==> config.mk <==
export PLATFORM = sky130hd
export DESIGN_NAME = uart_baud_gen_frac
export DESIGN_NICKNAME = d
export VERILOG_FILES = /design/src/rtl/uart_pkg.sv /design/src/rtl/uart_os_phase_cnt.sv /design/src/rtl/uart_baud_gen_frac.sv
export SDC_FILE = /design/constraint.sdc
export NUM_CORES = 1
export LEC_CHECK = 0
export ABC_AREA = 1
export CAP_MARGIN = 20
export CORE_ASPECT_RATIO = 2
export CORE_MARGIN = 5
export CORE_UTILIZATION = 61
export DETAILED_ROUTE_END_ITERATION = 10
export HOLD_SLACK_MARGIN = 0.05
export PLACE_DENSITY = 0.84
export SLEW_MARGIN = 25
export SYNTH_ARGS = -nofsm -noshare
export SYNTH_HDL_FRONTEND = slang
export SYNTH_SLANG_ARGS = --single-unit
==> constraint.sdc <==
create_clock -name clk_i -period 5.4 [get_ports clk_i]
set_input_delay 1.08 -clock clk_i [delete_from_list [all_inputs] [get_ports clk_i]]
set_output_delay 1.08 -clock clk_i [all_outputs]
set_load 0.02 [all_outputs]
==> src/rtl/uart_pkg.sv <==
// rtl/uart_pkg.sv - shared UART constants, oversampling encodings and helpers
package uart_pkg;

   localparam int DIV_W_DEF  = 16;
   localparam int FRAC_W_DEF = 4;
   localparam int OSR_16     = 16;
   localparam int OSR_8      = 8;

   typedef enum logic {
      OSR_SEL_16X = 1'b0,
      OSR_SEL_8X  = 1'b1
   } osr_sel_e;

   // Highest oversample index for the selected ratio.
   function automatic logic [3:0] osr_last(input logic sel);
      return (sel == OSR_SEL_8X) ? 4'(OSR_8 - 1) : 4'(OSR_16 - 1);
   endfunction

endpackage

==> src/rtl/uart_os_phase_cnt.sv <==
// rtl/uart_os_phase_cnt.sv - mod-8/16 oversample phase counter with wrap pulse
module uart_os_phase_cnt
   import uart_pkg::*;
(
   input  logic       clk_i,
   input  logic       rst_n_i,
   input  logic       inc_i,
   input  logic       clr_i,
   input  logic       osr_sel_i,
   output logic [3:0] phase_o,
   output logic       wrap_o
);

   logic [3:0] phase_q, phase_d;
   logic       wrap;

   // ">=" rather than "==" so a phase beyond a newly shortened ratio wraps at once.
   always_comb begin
      phase_d = phase_q;
      wrap    = 1'b0;
      if (clr_i) begin
         phase_d = '0;
      end else if (inc_i) begin
         if (phase_q >= osr_last(osr_sel_i)) begin
            phase_d = '0;
            wrap    = 1'b1;
         end else begin
            phase_d = phase_q + 4'd1;
         end
      end
   end

   always_ff @(posedge clk_i) begin
      if (!rst_n_i) begin
         phase_q <= '0;
      end else begin
         phase_q <= phase_d;
      end
   end

   assign phase_o = phase_q;
   assign wrap_o  = wrap;

endmodule

==> src/rtl/uart_baud_gen_frac.sv <==
// rtl/uart_baud_gen_frac.sv - fractional-divisor UART baud generator with oversample and bit strobes
module uart_baud_gen_frac
   import uart_pkg::*;
#(
   parameter int DIV_W  = DIV_W_DEF,
   parameter int FRAC_W = FRAC_W_DEF
)
(
   input  logic              clk_i,
   input  logic              rst_n_i,
   input  logic              en_i,
   input  logic [DIV_W-1:0]  baud_div_i,
   input  logic [FRAC_W-1:0] baud_frac_i,
   input  logic              osr_sel_i,
   input  logic              resync_i,
   output logic              tick_os_o,
   output logic              tick_1x_o,
   output logic [3:0]        os_phase_o,
   output logic              cfg_err_o
);

   logic [DIV_W-1:0]  div_s_q, div_s_d;
   logic [FRAC_W-1:0] frac_s_q, frac_s_d;
   logic              osr_s_q, osr_s_d;
   logic [DIV_W-1:0]  cnt_q, cnt_d;
   logic [FRAC_W-1:0] acc_q, acc_d;
   logic              carry_q, carry_d;
   logic              tick_os_q, tick_os_d;
   logic              tick_1x_q, tick_1x_d;
   logic              cfg_err_q, cfg_err_d;

   logic              div_bad;
   logic              run;
   logic              term;
   logic              load;
   logic [FRAC_W:0]   acc_sum;
   logic              phase_wrap;

   assign div_bad = (div_s_q < DIV_W'(2));
   assign run     = en_i && !div_bad && !resync_i;
   // Extended period compares against div_s itself, so div_s+1 never has to be formed.
   assign term    = run && (carry_q ? (cnt_q == div_s_q) : (cnt_q == div_s_q - DIV_W'(1)));
   assign load    = term || resync_i || !en_i || div_bad;
   assign acc_sum = {1'b0, acc_q} + {1'b0, frac_s_q};

   always_comb begin
      div_s_d   = div_s_q;
      frac_s_d  = frac_s_q;
      osr_s_d   = osr_s_q;
      cnt_d     = cnt_q;
      acc_d     = acc_q;
      carry_d   = carry_q;
      tick_os_d = term;
      tick_1x_d = term && phase_wrap;
      cfg_err_d = div_bad;

      if (load) begin
         div_s_d  = baud_div_i;
         frac_s_d = baud_frac_i;
         osr_s_d  = osr_sel_i;
      end

      if (resync_i || div_bad) begin
         cnt_d   = '0;
         acc_d   = '0;
         carry_d = 1'b0;
      end else if (term) begin
         cnt_d   = '0;
         acc_d   = acc_sum[FRAC_W-1:0];
         carry_d = acc_sum[FRAC_W];
      end else if (en_i) begin
         cnt_d = cnt_q + DIV_W'(1);
      end
   end

   always_ff @(posedge clk_i) begin
      if (!rst_n_i) begin
         div_s_q   <= baud_div_i;
         frac_s_q  <= baud_frac_i;
         osr_s_q   <= osr_sel_i;
         cnt_q     <= '0;
         acc_q     <= '0;
         carry_q   <= 1'b0;
         tick_os_q <= 1'b0;
         tick_1x_q <= 1'b0;
         cfg_err_q <= 1'b0;
      end else begin
         div_s_q   <= div_s_d;
         frac_s_q  <= frac_s_d;
         osr_s_q   <= osr_s_d;
         cnt_q     <= cnt_d;
         acc_q     <= acc_d;
         carry_q   <= carry_d;
         tick_os_q <= tick_os_d;
         tick_1x_q <= tick_1x_d;
         cfg_err_q <= cfg_err_d;
      end
   end

   // The ratio being shadowed this cycle drives the wrap, so a switch lands on the ending tick.
   uart_os_phase_cnt u_phase (
      .clk_i     (clk_i),
      .rst_n_i   (rst_n_i),
      .inc_i     (term),
      .clr_i     (resync_i || div_bad),
      .osr_sel_i (osr_s_d),
      .phase_o   (os_phase_o),
      .wrap_o    (phase_wrap)
   );

   assign tick_os_o = tick_os_q;
   assign tick_1x_o = tick_1x_q;
   assign cfg_err_o = cfg_err_q;

endmodule

==> impl_metrics.py <==
metrics = {
    "yosys": {
        "ys_types": 33,
        "syn_nets": 423,
        "synth_top_area_share_pct": 20.5,
        "syn_area_per_cell_sq_um": 7.54,
        "synth_edf_count": 20,
        "ys.flop_type": "dfxtp_1",
        "ys.warnings.count": 0,
        "syn_inst": 389,
        "netlist_area_sq_um": 2930,
        "yosys-top-cells-area": "edfxtp_1, dfxtp_1, nand2_1",
        "yosysSeqAreaShare_pct": 40.3,
        "synthArstFlopShare_pct": 0,
        "yosys_register_bits": 49,
        "synth_top_area_cell": "edfxtp_1",
    },
    "clocking": {
        "cts_root_buf": "clkbuf_8",
        "cts_setup_buffers": 0,
        "insertion_delay_ps": 300,
        "hold_buffers": 0,
        "clockBufferDepth": 2,
        "cts_max_level": 2,
        "cts.sink_count": 49,
        "cts_tree": "done",
        "numCtsBuffers": 5,
        "ctsResizeCount": 0,
        "clkTransAtPathRegs_ps": 100,
    },
    "pwr": {
        "internal_power_uw": 586,
        "power.density_nw_per_um2": 228,
        "peakVddDrop_mv": 0.232,
        "finalPower_uw": 778,
        "switching_power_uw": 192,
        "combinationalPowerShare_pct": 11.7,
        "clockPowerShare_pct": 35.7,
        "leakage_uw": 0.00140,
        "p_seq_share_pct": 52.7,
        "switching_share_pct": 24.7,
    },
    "floorplan": {
        "die_h_microns": 108,
        "die_area_sq_um": 6380,
        "core_sq_um": 4640,
        "row_count": 35,
        "start_util_pct": 63.2,
        "die_w_microns": 59.0,
        "io-pin-count": 32,
    },
    "timing": {
        "fin_skew_ps": 11.5,
        "fmax_mhz": 295,
        "finalHoldViolCount": 0,
        "fin_crit_sh_pct": 62.7,
        "hold_slack_ps": 475,
        "timing.final.ws_setup_ps": 2010,
        "slew_violations": 0,
        "tightestPinTransition_ps": 602,
        "finalCriticalPeriod_ps": 3390,
        "max_slew_margin_pct": 59.8,
        "rsz0062_at_grt": "no",
        "fin_tns_setup_ps": 0,
        "setup_viol": 0,
    },
    "route": {
        "drt_wl_total_microns": 7550,
        "drtPass1Iterations": 4,
        "avgRoutedWirePerCell_microns": 15.7,
        "drc": 0,
        "via_per_inst": 5.60,
        "ant_nets": 0,
        "route.vias.total": 2689,
        "drtIter0Drc": 124,
    },
    "grt": {
        "grt_pass1_vias": 2747,
        "grt_overflow": 0,
        "grt_pass1_wl_microns": 12200,
        "grt_max_degree": 23,
        "antenna_found_initial": 0,
        "grt_usage_pct": 25.5,
    },
    "cells_and_area": {
        "final_nets": 458,
        "multi_input_area_sq_um": 1570,
        "seqCellArea_sq_um": 1180,
        "final_util_pct": 73.5,
        "layout_common_cells": "nand2_1, nor2_1, inv_1, clkdlybuf4s50_1, dfxtp_1",
        "fillers": 394,
        "synthToLayoutAreaGrowth_pct": 16.3,
        "final_layout_size_suffix_gt1_share_pct": 8.24,
        "antenna_cells": 0,
        "final_common_cell": "nand2_1",
    },
    "outcome": {
        "outcome": "completed",
    },
    "placement": {
        "io_buffers": 31,
        "dp_slack_ps": 1720,
        "hpwlAfterDp_microns": 5950,
        "place.gp.congestion": 0.937,
    },
    "worst_setup_path": {
        "r2r_cells": 19,
        "path_class": "input port to register",
        "r2r_end": "u_phase.phase_o[1]$_SDFFE_PP0P_",
        "end_kind": "register",
        "critPathArrivalTime_ps": 3610,
        "worst-path-max-fanout": 12,
        "crit_path_start_kind": "input port",
        "critPathCapture": "u_phase.phase_o[1]$_SDFFE_PP0P_",
        "r2r_start": "div_s_q[0]$_DFFE_PP_",
        "rrSetupSlack_ps": 2110,
        "required_ps": 5620,
        "startpoint": "en_i",
    },
    "run": {
        "maxCapViolCount": 0,
    },
    "min_path": {
        "hold_path.class": "register to register",
    },
}
## registers in the layout, summed over array words and instances (netlist names)
| signal | flops |
|---|---|
| cnt_q | 16 |
| div_s_q | 16 |
| acc_q | 4 |
| frac_s_q | 4 |
| u_phase.phase_o | 4 |
| carry_q | 1 |
| cfg_err_o | 1 |
| osr_s_q | 1 |
| tick_1x_o | 1 |
| tick_os_o | 1 |
## cells in the mapped netlist (5+ instances only)
cell type  instances
a21oi_1           14
dfxtp_1           29
edfxtp_1          20
ha_1               8
inv_1             42
nand2_1          108
nand3_1           26
nand4_1           15
nor2_1            50
nor2_2            12
nor3_1             5
o21ai_0            5
xnor2_1           10
xor2_1            16
## worst max-delay path: stages
cell and delay [ps]:
clkdlybuf4s50_1 580, inv_1 120, nor2_2 500, nand2_1 140, nand2_1 80, o21ai_0 80, ha_1 270, a31o_2 270
nor2_1 100, nand4_1 150, o21ai_0 240
## per-layer routing
metal,share of wire [%],wire (microns),global-route usage [%]
met1,33,2500,22.5
met2,59,4440,50.2
met3,2.6,195,3.46
met4,5.5,414,15.4
met5,0,0,0
## cell type report
| type | count | share of cell area (%) |
|---|---|---|
| Clock inverter | 1 | 0.880 |
| Timing Repair Buffer | 31 | 9.10 |
| Multi-Input combinational cell | 293 | 46.0 |
| Tap cell | 55 | 2.02 |
| Clock buffer | 7 | 2.53 |
| Inverter | 44 | 4.84 |
| Sequential cell | 49 | 34.6 |
## per-stage QoR
step | cell area (sq um) | instances
detailed placement | 3290 | 472
CTS | 3410 | 480
floorplan | 2930 | 389
finish | 3410 | 480
global placement | 3290 | 472
global route | 3410 | 480
## power groups by stage
stage	Combinational (uW)	Sequential, uW	Clock (uW)
floorplan	57.2	414	0
global placement	86.3	417	0
detailed placement	88.8	418	0
CTS	89.7	409	276
global route	101	411	298
finish	90.7	410	278
## cells by family after synthesis
family,Yosys count,share of synthesized area (%)
AOI/OAI and AO/OA,25,4.65
xor gates and xnor gates,26,7.77
adders and majority gates,9,4.10
buffers and inverters,47,6.36
DFF,49,40.3
and+or+nand+nor,233,36.8
## how the worst min path moves through the flow
stage / startpoint / endpoint / depth (start not counted)
after global routing: osr_s_q$_DFF_P_ / osr_s_q$_DFF_P_ / 2
after global placement: acc_q[0]$_SDFFE_PP0P_ / acc_q[0]$_SDFFE_PP0P_ / 2
after detailed placement: osr_s_q$_DFF_P_ / osr_s_q$_DFF_P_ / 2
after floorplan: osr_s_q$_DFF_P_ / osr_s_q$_DFF_P_ / 2
after CTS: osr_s_q$_DFF_P_ / osr_s_q$_DFF_P_ / 2
final: osr_s_q$_DFF_P_ / osr_s_q$_DFF_P_ / 2
Power figures use the tool's default switching activity.
